File: config.mk
export PLATFORM = sky130hd
export DESIGN_NAME = stg_ma_flat
export DESIGN_NICKNAME = d
export VERILOG_FILES = /design/src/rtl/stg_ma_pkg.sv /design/src/rtl/stg_ma_if.sv /design/src/rtl/stg_ma_memif.sv /design/src/rtl/stg_ma.sv /design/src/flat_wrapper.sv
export SDC_FILE = /design/constraint.sdc
export NUM_CORES = 1
export LEC_CHECK = 0
export CAP_MARGIN = 20
export CELL_PAD_IN_SITES_DETAIL_PLACEMENT = 0
export CELL_PAD_IN_SITES_GLOBAL_PLACEMENT = 1
export CORE_AREA = 2 2 231 233
export DETAILED_ROUTE_END_ITERATION = 8
export DIE_AREA = 0 0 233 235
export PLACE_DENSITY_LB_ADDON = 0.1
export SLEW_MARGIN = 30
export SYNTH_ARGS = -nofsm -noshare
export SYNTH_HDL_FRONTEND = slang
export SYNTH_SLANG_ARGS = --single-unit
export TNS_END_PERCENT = 100
File: constraint.sdc
create_clock -name iw_clk -period 25.1 [get_ports iw_clk]
set_input_delay 2.51 -clock iw_clk [delete_from_list [all_inputs] [get_ports iw_clk]]
set_output_delay 2.51 -clock iw_clk [all_outputs]
set_load 0.005 [all_outputs]
File: src/rtl/stg_ma_pkg.sv
// Shared sizes, state encodings and helpers for the memory-access stage.
// Optional feature macro used by this block: AMBER_MA_TIMEOUT_EN.
package stg_ma_pkg;

  // Field widths of the instruction bundle.
  localparam int unsigned SIZE_DATA   = 24;
  localparam int unsigned SIZE_ADDR   = 48;
  localparam int unsigned SIZE_OPC    = 8;
  localparam int unsigned SIZE_TGT_GP = 4;
  localparam int unsigned SIZE_TGT_SR = 2;
  localparam int unsigned SIZE_TGT_AR = 2;

  // Memory-access state machine.
  localparam int unsigned SIZE_MA_STATE = 2;
  localparam int unsigned HBIT_MA_STATE = SIZE_MA_STATE - 1;
  localparam int unsigned SIZE_MA_TMO   = 8;

  localparam logic [HBIT_MA_STATE:0] MA_S_IDLE  = 2'd0;
  localparam logic [HBIT_MA_STATE:0] MA_S_WAIT  = 2'd1;
  localparam logic [HBIT_MA_STATE:0] MA_S_ABORT = 2'd2;

  // StAbort is reserved; the FSM never enters it.
  typedef enum logic [HBIT_MA_STATE:0] {
    StIdle  = MA_S_IDLE,
    StWait  = MA_S_WAIT,
    StAbort = MA_S_ABORT
  } ma_state_e;

  // A store wins when both flags are set, so any flag starts an access.
  function automatic logic is_mem_op(input logic rd, input logic wr);
    return rd | wr;
  endfunction

endpackage

File: src/rtl/stg_ma_if.sv
// Data-memory request/acknowledge bus between stg_ma and the memory.
interface stg_ma_if #(
  parameter int unsigned DATA_W = 24,
  parameter int unsigned ADDR_W = 48
);

  logic              req;
  logic              we;
  logic [ADDR_W-1:0] addr;
  logic [DATA_W-1:0] wdata;
  logic              ack;
  logic [DATA_W-1:0] rdata;

  modport master (
    output req,
    output we,
    output addr,
    output wdata,
    input  ack,
    input  rdata
  );

  modport slave (
    input  req,
    input  we,
    input  addr,
    input  wdata,
    output ack,
    output rdata
  );

endinterface

File: src/rtl/stg_ma_memif.sv
// Memory-access control: state machine, request registers, optional timeout
// and stall/error decode. Timeout logic exists only with AMBER_MA_TIMEOUT_EN.
module stg_ma_memif
  import stg_ma_pkg::*;
#(
  parameter int unsigned DATA_W      = 24,
  parameter int unsigned ADDR_W      = 48,
  parameter int unsigned TIMEOUT_CYC = 255
) (
  input  logic              iw_clk,
  input  logic              iw_rst,
  input  logic              start,
  input  logic              start_we,
  input  logic [ADDR_W-1:0] start_addr,
  input  logic [DATA_W-1:0] start_wdata,
  input  logic              ack,
  output logic              req,
  output logic              we,
  output logic [ADDR_W-1:0] addr,
  output logic [DATA_W-1:0] wdata,
  output logic              stall,
  output logic              done,
  output logic              expire,
  output logic              err
);

  ma_state_e         state_q, state_d;
  logic              req_q;
  logic              we_q;
  logic [ADDR_W-1:0] addr_q;
  logic [DATA_W-1:0] wdata_q;
  logic              tmo_hit;

  // State register.
  always_ff @(posedge iw_clk or posedge iw_rst) begin
    if (iw_rst) state_q <= StIdle;
    else        state_q <= state_d;
  end

  // Next state plus completion/expiry strobes; an ack beats a timeout.
  always_comb begin
    state_d = state_q;
    done    = 1'b0;
    expire  = 1'b0;
    case (state_q)
      StIdle: begin
        if (start) state_d = StWait;
      end
      StWait: begin
        if (ack) begin
          done    = 1'b1;
          state_d = StIdle;
        end else if (tmo_hit) begin
          expire  = 1'b1;
          state_d = StIdle;
        end
      end
      default: state_d = StIdle;
    endcase
  end

  // Request registers: loaded on issue, held through the wait, req dropped on exit.
  always_ff @(posedge iw_clk or posedge iw_rst) begin
    if (iw_rst) begin
      req_q   <= 1'b0;
      we_q    <= 1'b0;
      addr_q  <= '0;
      wdata_q <= '0;
    end else if (state_q == StIdle && start) begin
      req_q   <= 1'b1;
      we_q    <= start_we;
      addr_q  <= start_addr;
      wdata_q <= start_wdata;
    end else if (done || expire) begin
      req_q   <= 1'b0;
    end
  end

  assign req   = req_q;
  assign we    = we_q;
  assign addr  = addr_q;
  assign wdata = wdata_q;
  assign stall = (state_q != StIdle);

`ifdef AMBER_MA_TIMEOUT_EN
  // Expire in the TIMEOUT_CYC-th cycle of the wait.
  localparam logic [SIZE_MA_TMO-1:0] TmoLast = SIZE_MA_TMO'(TIMEOUT_CYC - 1);

  logic [SIZE_MA_TMO-1:0] tmo_cnt_q;
  logic                   err_q;

  // Wait-cycle counter, cleared whenever not waiting (so on entry to the wait).
  always_ff @(posedge iw_clk or posedge iw_rst) begin
    if (iw_rst)                 tmo_cnt_q <= '0;
    else if (state_q != StWait) tmo_cnt_q <= '0;
    else                        tmo_cnt_q <= tmo_cnt_q + 1'b1;
  end

  assign tmo_hit = (state_q == StWait) && (tmo_cnt_q == TmoLast);

  // One-cycle error pulse following an expiry.
  always_ff @(posedge iw_clk or posedge iw_rst) begin
    if (iw_rst) err_q <= 1'b0;
    else        err_q <= expire;
  end

  assign err = err_q;
`else
  logic unused_timeout;
  assign unused_timeout = (TIMEOUT_CYC != 0);
  assign tmo_hit        = 1'b0;
  assign err            = 1'b0;
`endif

endmodule

File: src/rtl/stg_ma.sv
// Pipeline stage 5 (memory access): passes the bundle to writeback, issuing
// loads/stores over stg_ma_if and stalling upstream while one is outstanding.
// Optional timeout abort is enabled by AMBER_MA_TIMEOUT_EN.
module stg_ma
  import stg_ma_pkg::*;
#(
  parameter int unsigned DATA_W      = 24,
  parameter int unsigned ADDR_W      = 48,
  parameter int unsigned TIMEOUT_CYC = 255
) (
  input  logic                   iw_clk,
  input  logic                   iw_rst,
  input  logic [ADDR_W-1:0]      iw_pc,
  input  logic [DATA_W-1:0]      iw_instr,
  input  logic [SIZE_OPC-1:0]    iw_opc,
  input  logic [SIZE_TGT_GP-1:0] iw_tgt_gp,
  input  logic                   iw_tgt_gp_we,
  input  logic [SIZE_TGT_SR-1:0] iw_tgt_sr,
  input  logic                   iw_tgt_sr_we,
  input  logic [SIZE_TGT_AR-1:0] iw_tgt_ar,
  input  logic                   iw_tgt_ar_we,
  input  logic [DATA_W-1:0]      iw_result,
  input  logic [ADDR_W-1:0]      iw_sr_result,
  input  logic [ADDR_W-1:0]      iw_ar_result,
  input  logic                   iw_mem_rd,
  input  logic                   iw_mem_wr,
  input  logic [ADDR_W-1:0]      iw_mem_addr,
  input  logic [DATA_W-1:0]      iw_mem_wdata,
  stg_ma_if.master               mem,
  output logic [ADDR_W-1:0]      ow_pc,
  output logic [DATA_W-1:0]      ow_instr,
  output logic [SIZE_OPC-1:0]    ow_opc,
  output logic [SIZE_TGT_GP-1:0] ow_tgt_gp,
  output logic                   ow_tgt_gp_we,
  output logic [SIZE_TGT_SR-1:0] ow_tgt_sr,
  output logic                   ow_tgt_sr_we,
  output logic [SIZE_TGT_AR-1:0] ow_tgt_ar,
  output logic                   ow_tgt_ar_we,
  output logic [DATA_W-1:0]      ow_result,
  output logic [ADDR_W-1:0]      ow_sr_result,
  output logic [ADDR_W-1:0]      ow_ar_result,
  output logic                   ow_stall,
  output logic                   ow_mem_err
);

  typedef struct packed {
    logic [ADDR_W-1:0]      pc;
    logic [DATA_W-1:0]      instr;
    logic [SIZE_OPC-1:0]    opc;
    logic [SIZE_TGT_GP-1:0] tgt_gp;
    logic                   tgt_gp_we;
    logic [SIZE_TGT_SR-1:0] tgt_sr;
    logic                   tgt_sr_we;
    logic [SIZE_TGT_AR-1:0] tgt_ar;
    logic                   tgt_ar_we;
    logic [DATA_W-1:0]      result;
    logic [ADDR_W-1:0]      sr_result;
    logic [ADDR_W-1:0]      ar_result;
  } bundle_t;

  bundle_t in_b;
  bundle_t hold_q;
  bundle_t out_q, out_d;
  logic    hold_load_q;
  logic    start;
  logic    stall;
  logic    done;
  logic    expire;

  assign in_b = '{
    pc:        iw_pc,
    instr:     iw_instr,
    opc:       iw_opc,
    tgt_gp:    iw_tgt_gp,
    tgt_gp_we: iw_tgt_gp_we,
    tgt_sr:    iw_tgt_sr,
    tgt_sr_we: iw_tgt_sr_we,
    tgt_ar:    iw_tgt_ar,
    tgt_ar_we: iw_tgt_ar_we,
    result:    iw_result,
    sr_result: iw_sr_result,
    ar_result: iw_ar_result
  };

  assign start = is_mem_op(iw_mem_rd, iw_mem_wr);

  stg_ma_memif #(
    .DATA_W      (DATA_W),
    .ADDR_W      (ADDR_W),
    .TIMEOUT_CYC (TIMEOUT_CYC)
  ) u_memif (
    .iw_clk      (iw_clk),
    .iw_rst      (iw_rst),
    .start       (start),
    .start_we    (iw_mem_wr),
    .start_addr  (iw_mem_addr),
    .start_wdata (iw_mem_wdata),
    .ack         (mem.ack),
    .req         (mem.req),
    .we          (mem.we),
    .addr        (mem.addr),
    .wdata       (mem.wdata),
    .stall       (stall),
    .done        (done),
    .expire      (expire),
    .err         (ow_mem_err)
  );

  // Capture the bundle when an access is issued; only a pure load takes rdata.
  always_ff @(posedge iw_clk or posedge iw_rst) begin
    if (iw_rst) begin
      hold_q      <= '0;
      hold_load_q <= 1'b0;
    end else if (!stall && start) begin
      hold_q      <= in_b;
      hold_load_q <= iw_mem_rd & ~iw_mem_wr;
    end
  end

  // Writeback mux: pass-through when idle, held bundle on ack, bubble otherwise.
  always_comb begin
    out_d = '0;
    if (!stall) begin
      if (!start) out_d = in_b;
    end else if (done) begin
      out_d = hold_q;
      if (hold_load_q) out_d.result = mem.rdata;
    end
  end

  // Output register to writeback.
  always_ff @(posedge iw_clk or posedge iw_rst) begin
    if (iw_rst) out_q <= '0;
    else        out_q <= out_d;
  end

  assign ow_pc        = out_q.pc;
  assign ow_instr     = out_q.instr;
  assign ow_opc       = out_q.opc;
  assign ow_tgt_gp    = out_q.tgt_gp;
  assign ow_tgt_gp_we = out_q.tgt_gp_we;
  assign ow_tgt_sr    = out_q.tgt_sr;
  assign ow_tgt_sr_we = out_q.tgt_sr_we;
  assign ow_tgt_ar    = out_q.tgt_ar;
  assign ow_tgt_ar_we = out_q.tgt_ar_we;
  assign ow_result    = out_q.result;
  assign ow_sr_result = out_q.sr_result;
  assign ow_ar_result = out_q.ar_result;
  assign ow_stall     = stall;

endmodule

File: src/flat_wrapper.sv
// flat-port wrapper written by rule: the top's interface ports become plain ports
module stg_ma_flat import stg_ma_pkg::*;
#(
  parameter int unsigned DATA_W      = 24,
  parameter int unsigned ADDR_W      = 48,
  parameter int unsigned TIMEOUT_CYC = 255
)
  (iw_clk, iw_rst, iw_pc, iw_instr, iw_opc, iw_tgt_gp, iw_tgt_gp_we, iw_tgt_sr, iw_tgt_sr_we, iw_tgt_ar, iw_tgt_ar_we, iw_result, iw_sr_result, iw_ar_result, iw_mem_rd, iw_mem_wr, iw_mem_addr, iw_mem_wdata, ow_pc, ow_instr, ow_opc, ow_tgt_gp, ow_tgt_gp_we, ow_tgt_sr, ow_tgt_sr_we, ow_tgt_ar, ow_tgt_ar_we, ow_result, ow_sr_result, ow_ar_result, ow_stall, ow_mem_err, mem_req, mem_we, mem_addr, mem_wdata, mem_ack, mem_rdata);
  stg_ma_if #(.DATA_W(DATA_W), .ADDR_W(ADDR_W)) mem_i ();
  input  logic iw_clk;
  input  logic iw_rst;
  input  logic [ADDR_W-1:0] iw_pc;
  input  logic [DATA_W-1:0] iw_instr;
  input  logic [SIZE_OPC-1:0] iw_opc;
  input  logic [SIZE_TGT_GP-1:0] iw_tgt_gp;
  input  logic iw_tgt_gp_we;
  input  logic [SIZE_TGT_SR-1:0] iw_tgt_sr;
  input  logic iw_tgt_sr_we;
  input  logic [SIZE_TGT_AR-1:0] iw_tgt_ar;
  input  logic iw_tgt_ar_we;
  input  logic [DATA_W-1:0] iw_result;
  input  logic [ADDR_W-1:0] iw_sr_result;
  input  logic [ADDR_W-1:0] iw_ar_result;
  input  logic iw_mem_rd;
  input  logic iw_mem_wr;
  input  logic [ADDR_W-1:0] iw_mem_addr;
  input  logic [DATA_W-1:0] iw_mem_wdata;
  output logic [ADDR_W-1:0] ow_pc;
  output logic [DATA_W-1:0] ow_instr;
  output logic [SIZE_OPC-1:0] ow_opc;
  output logic [SIZE_TGT_GP-1:0] ow_tgt_gp;
  output logic ow_tgt_gp_we;
  output logic [SIZE_TGT_SR-1:0] ow_tgt_sr;
  output logic ow_tgt_sr_we;
  output logic [SIZE_TGT_AR-1:0] ow_tgt_ar;
  output logic ow_tgt_ar_we;
  output logic [DATA_W-1:0] ow_result;
  output logic [ADDR_W-1:0] ow_sr_result;
  output logic [ADDR_W-1:0] ow_ar_result;
  output logic ow_stall;
  output logic ow_mem_err;
  output wire logic [$bits(mem_i.req)-1:0] mem_req;
  output wire logic [$bits(mem_i.we)-1:0] mem_we;
  output wire logic [$bits(mem_i.addr)-1:0] mem_addr;
  output wire logic [$bits(mem_i.wdata)-1:0] mem_wdata;
  input wire logic [$bits(mem_i.ack)-1:0] mem_ack;
  input wire logic [$bits(mem_i.rdata)-1:0] mem_rdata;
  assign mem_req = mem_i.req;
  assign mem_we = mem_i.we;
  assign mem_addr = mem_i.addr;
  assign mem_wdata = mem_i.wdata;
  assign mem_i.ack = mem_ack;
  assign mem_i.rdata = mem_rdata;
  stg_ma #(.DATA_W(DATA_W), .ADDR_W(ADDR_W), .TIMEOUT_CYC(TIMEOUT_CYC)) u_core (.iw_clk(iw_clk), .iw_rst(iw_rst), .iw_pc(iw_pc), .iw_instr(iw_instr), .iw_opc(iw_opc), .iw_tgt_gp(iw_tgt_gp), .iw_tgt_gp_we(iw_tgt_gp_we), .iw_tgt_sr(iw_tgt_sr), .iw_tgt_sr_we(iw_tgt_sr_we), .iw_tgt_ar(iw_tgt_ar), .iw_tgt_ar_we(iw_tgt_ar_we), .iw_result(iw_result), .iw_sr_result(iw_sr_result), .iw_ar_result(iw_ar_result), .iw_mem_rd(iw_mem_rd), .iw_mem_wr(iw_mem_wr), .iw_mem_addr(iw_mem_addr), .iw_mem_wdata(iw_mem_wdata), .mem(mem_i), .ow_pc(ow_pc), .ow_instr(ow_instr), .ow_opc(ow_opc), .ow_tgt_gp(ow_tgt_gp), .ow_tgt_gp_we(ow_tgt_gp_we), .ow_tgt_sr(ow_tgt_sr), .ow_tgt_sr_we(ow_tgt_sr_we), .ow_tgt_ar(ow_tgt_ar), .ow_tgt_ar_we(ow_tgt_ar_we), .ow_result(ow_result), .ow_sr_result(ow_sr_result), .ow_ar_result(ow_ar_result), .ow_stall(ow_stall), .ow_mem_err(ow_mem_err));
endmodule
==> flow_summary.toml <==
[cts]
cts_htree_levels = 2
cts_root_buf = "clkbuf_16"
clock_path_buffers = 3
cts_setup_buffers = 0
clk_latency_ns = 0.59
clk_pin_slew_ns = 0.06
numCtsBuffers = 54
cts_tree = "built"
clock-sinks = 498
ctsResizeCount = 0
holdBufCountCts = 0

[route]
drtIter0Drc = 548
routedWlPerCell_um = 22.1
ant_nets = 0
wl_met1_um = 19900
wl_met2_um = 27400
wl_met3_um = 5230
highest_layer = "met5"
drt_wl_total_um = 53900
num_vias = 11700
drc_errors = 0
vias_per_cell = 4.81
firstDrtPassIters = 4

[setup_path]
worstPathCellList = "clkdlybuf4s50_1 > o21bai_4 > buf_16 > buf_16 > buf_4 > buf_4 > mux2_2"
endpoint_kind = "register"
cp-start-kind = "input pin"
critPathKind = "in -> reg"
cp_top_family = "buffers and inverters"
worst-path-buf-inv = 5
cp_max_fo = 66
cp_data_required_time_ns = 25.57
crit_arrival_ns = 5.73
cp_slowest_stage_delay_ns = 0.77
slowest_stage = "buf_4"

[synth]
syn_area_sq_um = 18400
syn_avg_cell_area_sq_um = 16.6
netlist_top_cells_area = "dfrtp_1 (68%), mux2_2 (17%), a22o_1 (9.0%), buf_6 (1.6%), mux2i_1 (1.3%)"
synth_cells = 1111
synth_nets = 1423
ys_seq_area_share_pct = 67.7
ys_ff_latch = 498
post-synth-top-area-cell = "dfrtp_1"
ys_warn_count = 0
yosysTopAreaCellShare_pct = 67.7
synth.distinct_cells = 19

[floorplan]
rows = 84
start_util_pct = 35.2
die_h_um = 235
fp.dieW_um = 233
io_pins = 599
die_area_sq_um = 54800
fp.coreArea_sq_um = 52200

[global_route]
grt_pass1_vias = 12400
grt_pass1_wl_um = 79300
antenna_found_initial = 16
overflow = 0
grt_max_degree = 179
grt_use_total_pct = 19.4

[timing]
maxSlewViolCount = 0
rsz0062_at_grt = "false"
hold_viol = 0
period_share_pct = 20.9
max_freq_mhz = 190
tightest_slew_ns = 0.954
relSlewSlack_pct = 36.4
finalCriticalPeriod_ns = 5.25
fin_setup_tns_ns = 0
setup_ws_ns = 19.85
fin_skew_ns = 0.0110
setup_violations = 0

[place]
gp_congestion = 0.753
pre_cts_ws_ns = 19.23
port_buffers = 597
hpwl_um = 36700

[finish]
final_common_cell = "clkdlybuf4s50_1"
layout_common_cells = "clkdlybuf4s50_1 (597), dfrtp_1 (498), mux2_2 (283)"
drive_above_1_share_pct = 22.2
area_growth_pct = 45.3
final_nets = 2012
multi_input_area_sq_um = 5360
regArea_sq_um = 12500
fill_cells = 4506

[power_and_ir_drop]
ir_worst_vdd_mv = 0.0539
static-leakage-power_nw = 11.4
p_per_area_nw_per_um2 = 83.9

[worst_hold_path]
min_path_type = "reg -> reg"

[status]
status = "completed"

[run]
max-cap-violations = 0
Yosys cell counts:
library cell  instances
a22o_1              188
a22oi_1               1
and2_1                1
buf_2                39
buf_4                 6
buf_6                26
clkbuf_1             10
conb_1                1
dfrtp_1             498
inv_1                 4
mux2_2              283
mux2i_1              24
nand2_1               1
nand2b_1              1
nor2_1                1
nor3_2                1
o21ai_0               1
o21bai_4              1
o2bb2ai_1            24
cells by family (layout without fill, tap and decap cells):
logic type	after synthesis	after routing	synth area share [%]
simple gates	5	5	0.163
other cells	1	14	0.0204
buf+inv	85	717	3.18
mux	307	307	18.6
compound gates	215	215	10.3
flops	498	498	67.7
through the flow:
step	cells	instance area (sq um)	hold slack, ns	utilization, %	power [mW]
after global routing	2439	26700	0.502	51.1	2.35
after global placement	2327	24800	0.472	47.5	1.47
after detailed placement	2330	24900	0.477	47.6	1.48
after CTS	2429	26600	0.490	51.0	2.28
final	2444	26700	0.487	51.2	2.24
after floorplan	1111	18400	0.467	-	1.22
worst paths after layout:
check	depth (start not counted)	from	slack, ns	to
setup reg to reg	6	u_core.u_memif.state_q[0]	21.79	u_core.u_memif.addr[41]
max in group asynchronous	5	iw_rst	20.56	u_core.u_memif.wdata[18]
setup / recovery	7	iw_mem_wr	19.85	u_core.u_memif.addr[41]
hold reg to reg	1	u_core.hold_q[201]	0.49	u_core.ow_pc[38]
hold / removal	1	u_core.hold_q[201]	0.49	u_core.ow_pc[38]
min in group asynchronous	2	iw_rst	2.27	u_core.ow_ar_result[36]
area by class of cell:
| cell class | instances | share of cell area, % |
|---|---|---|
| diodes | 13 | 0.122 |
| clock buffers | 89 | 6.26 |
| clock inverters | 10 | 0.295 |
| inverters | 4 | 0.0843 |
| multi-input cells | 528 | 20.1 |
| flip-flops and latches | 498 | 46.6 |
| well taps | 688 | 3.22 |
| repair buffers | 614 | 23.3 |
metal layers:
metal | vias up | track usage (%)
met5 | - | 0
met4 | 10 | 6.89
met3 | 90 | 7.77
met2 | 375 | 33.0
met1 | 6004 | 21.9
li1 | 5267 | -
sequential cells by signal, summed over array words and instances (netlist names):
name and cells:
u_core.ow_pc 48, u_core.ow_tgt_sr_we 1, u_core.ow_tgt_ar 2, u_core.u_memif.state_q 1
u_core.ow_tgt_gp_we 1, u_core.ow_tgt_sr 2, u_core.u_memif.req 1, u_core.u_memif.wdata 24
u_core.u_memif.addr 48, u_core.hold_load_q 1, u_core.ow_sr_result 48, u_core.ow_result 24
u_core.ow_tgt_ar_we 1, u_core.ow_instr 24, u_core.ow_opc 8, u_core.ow_tgt_gp 4
u_core.u_memif.we 1, u_core.hold_q 211, u_core.ow_ar_result 48
power breakdown:
group          internal [mW]  total (mW)  leakage (nW)  switching (mW)
registers              0.949        1.01          6.12          0.0625
logic                  0.291       0.450          4.42           0.159
clock network          0.462       0.780         0.870           0.319
total                   1.70        2.24          11.4           0.541
(Power assumes the default switching activity.)
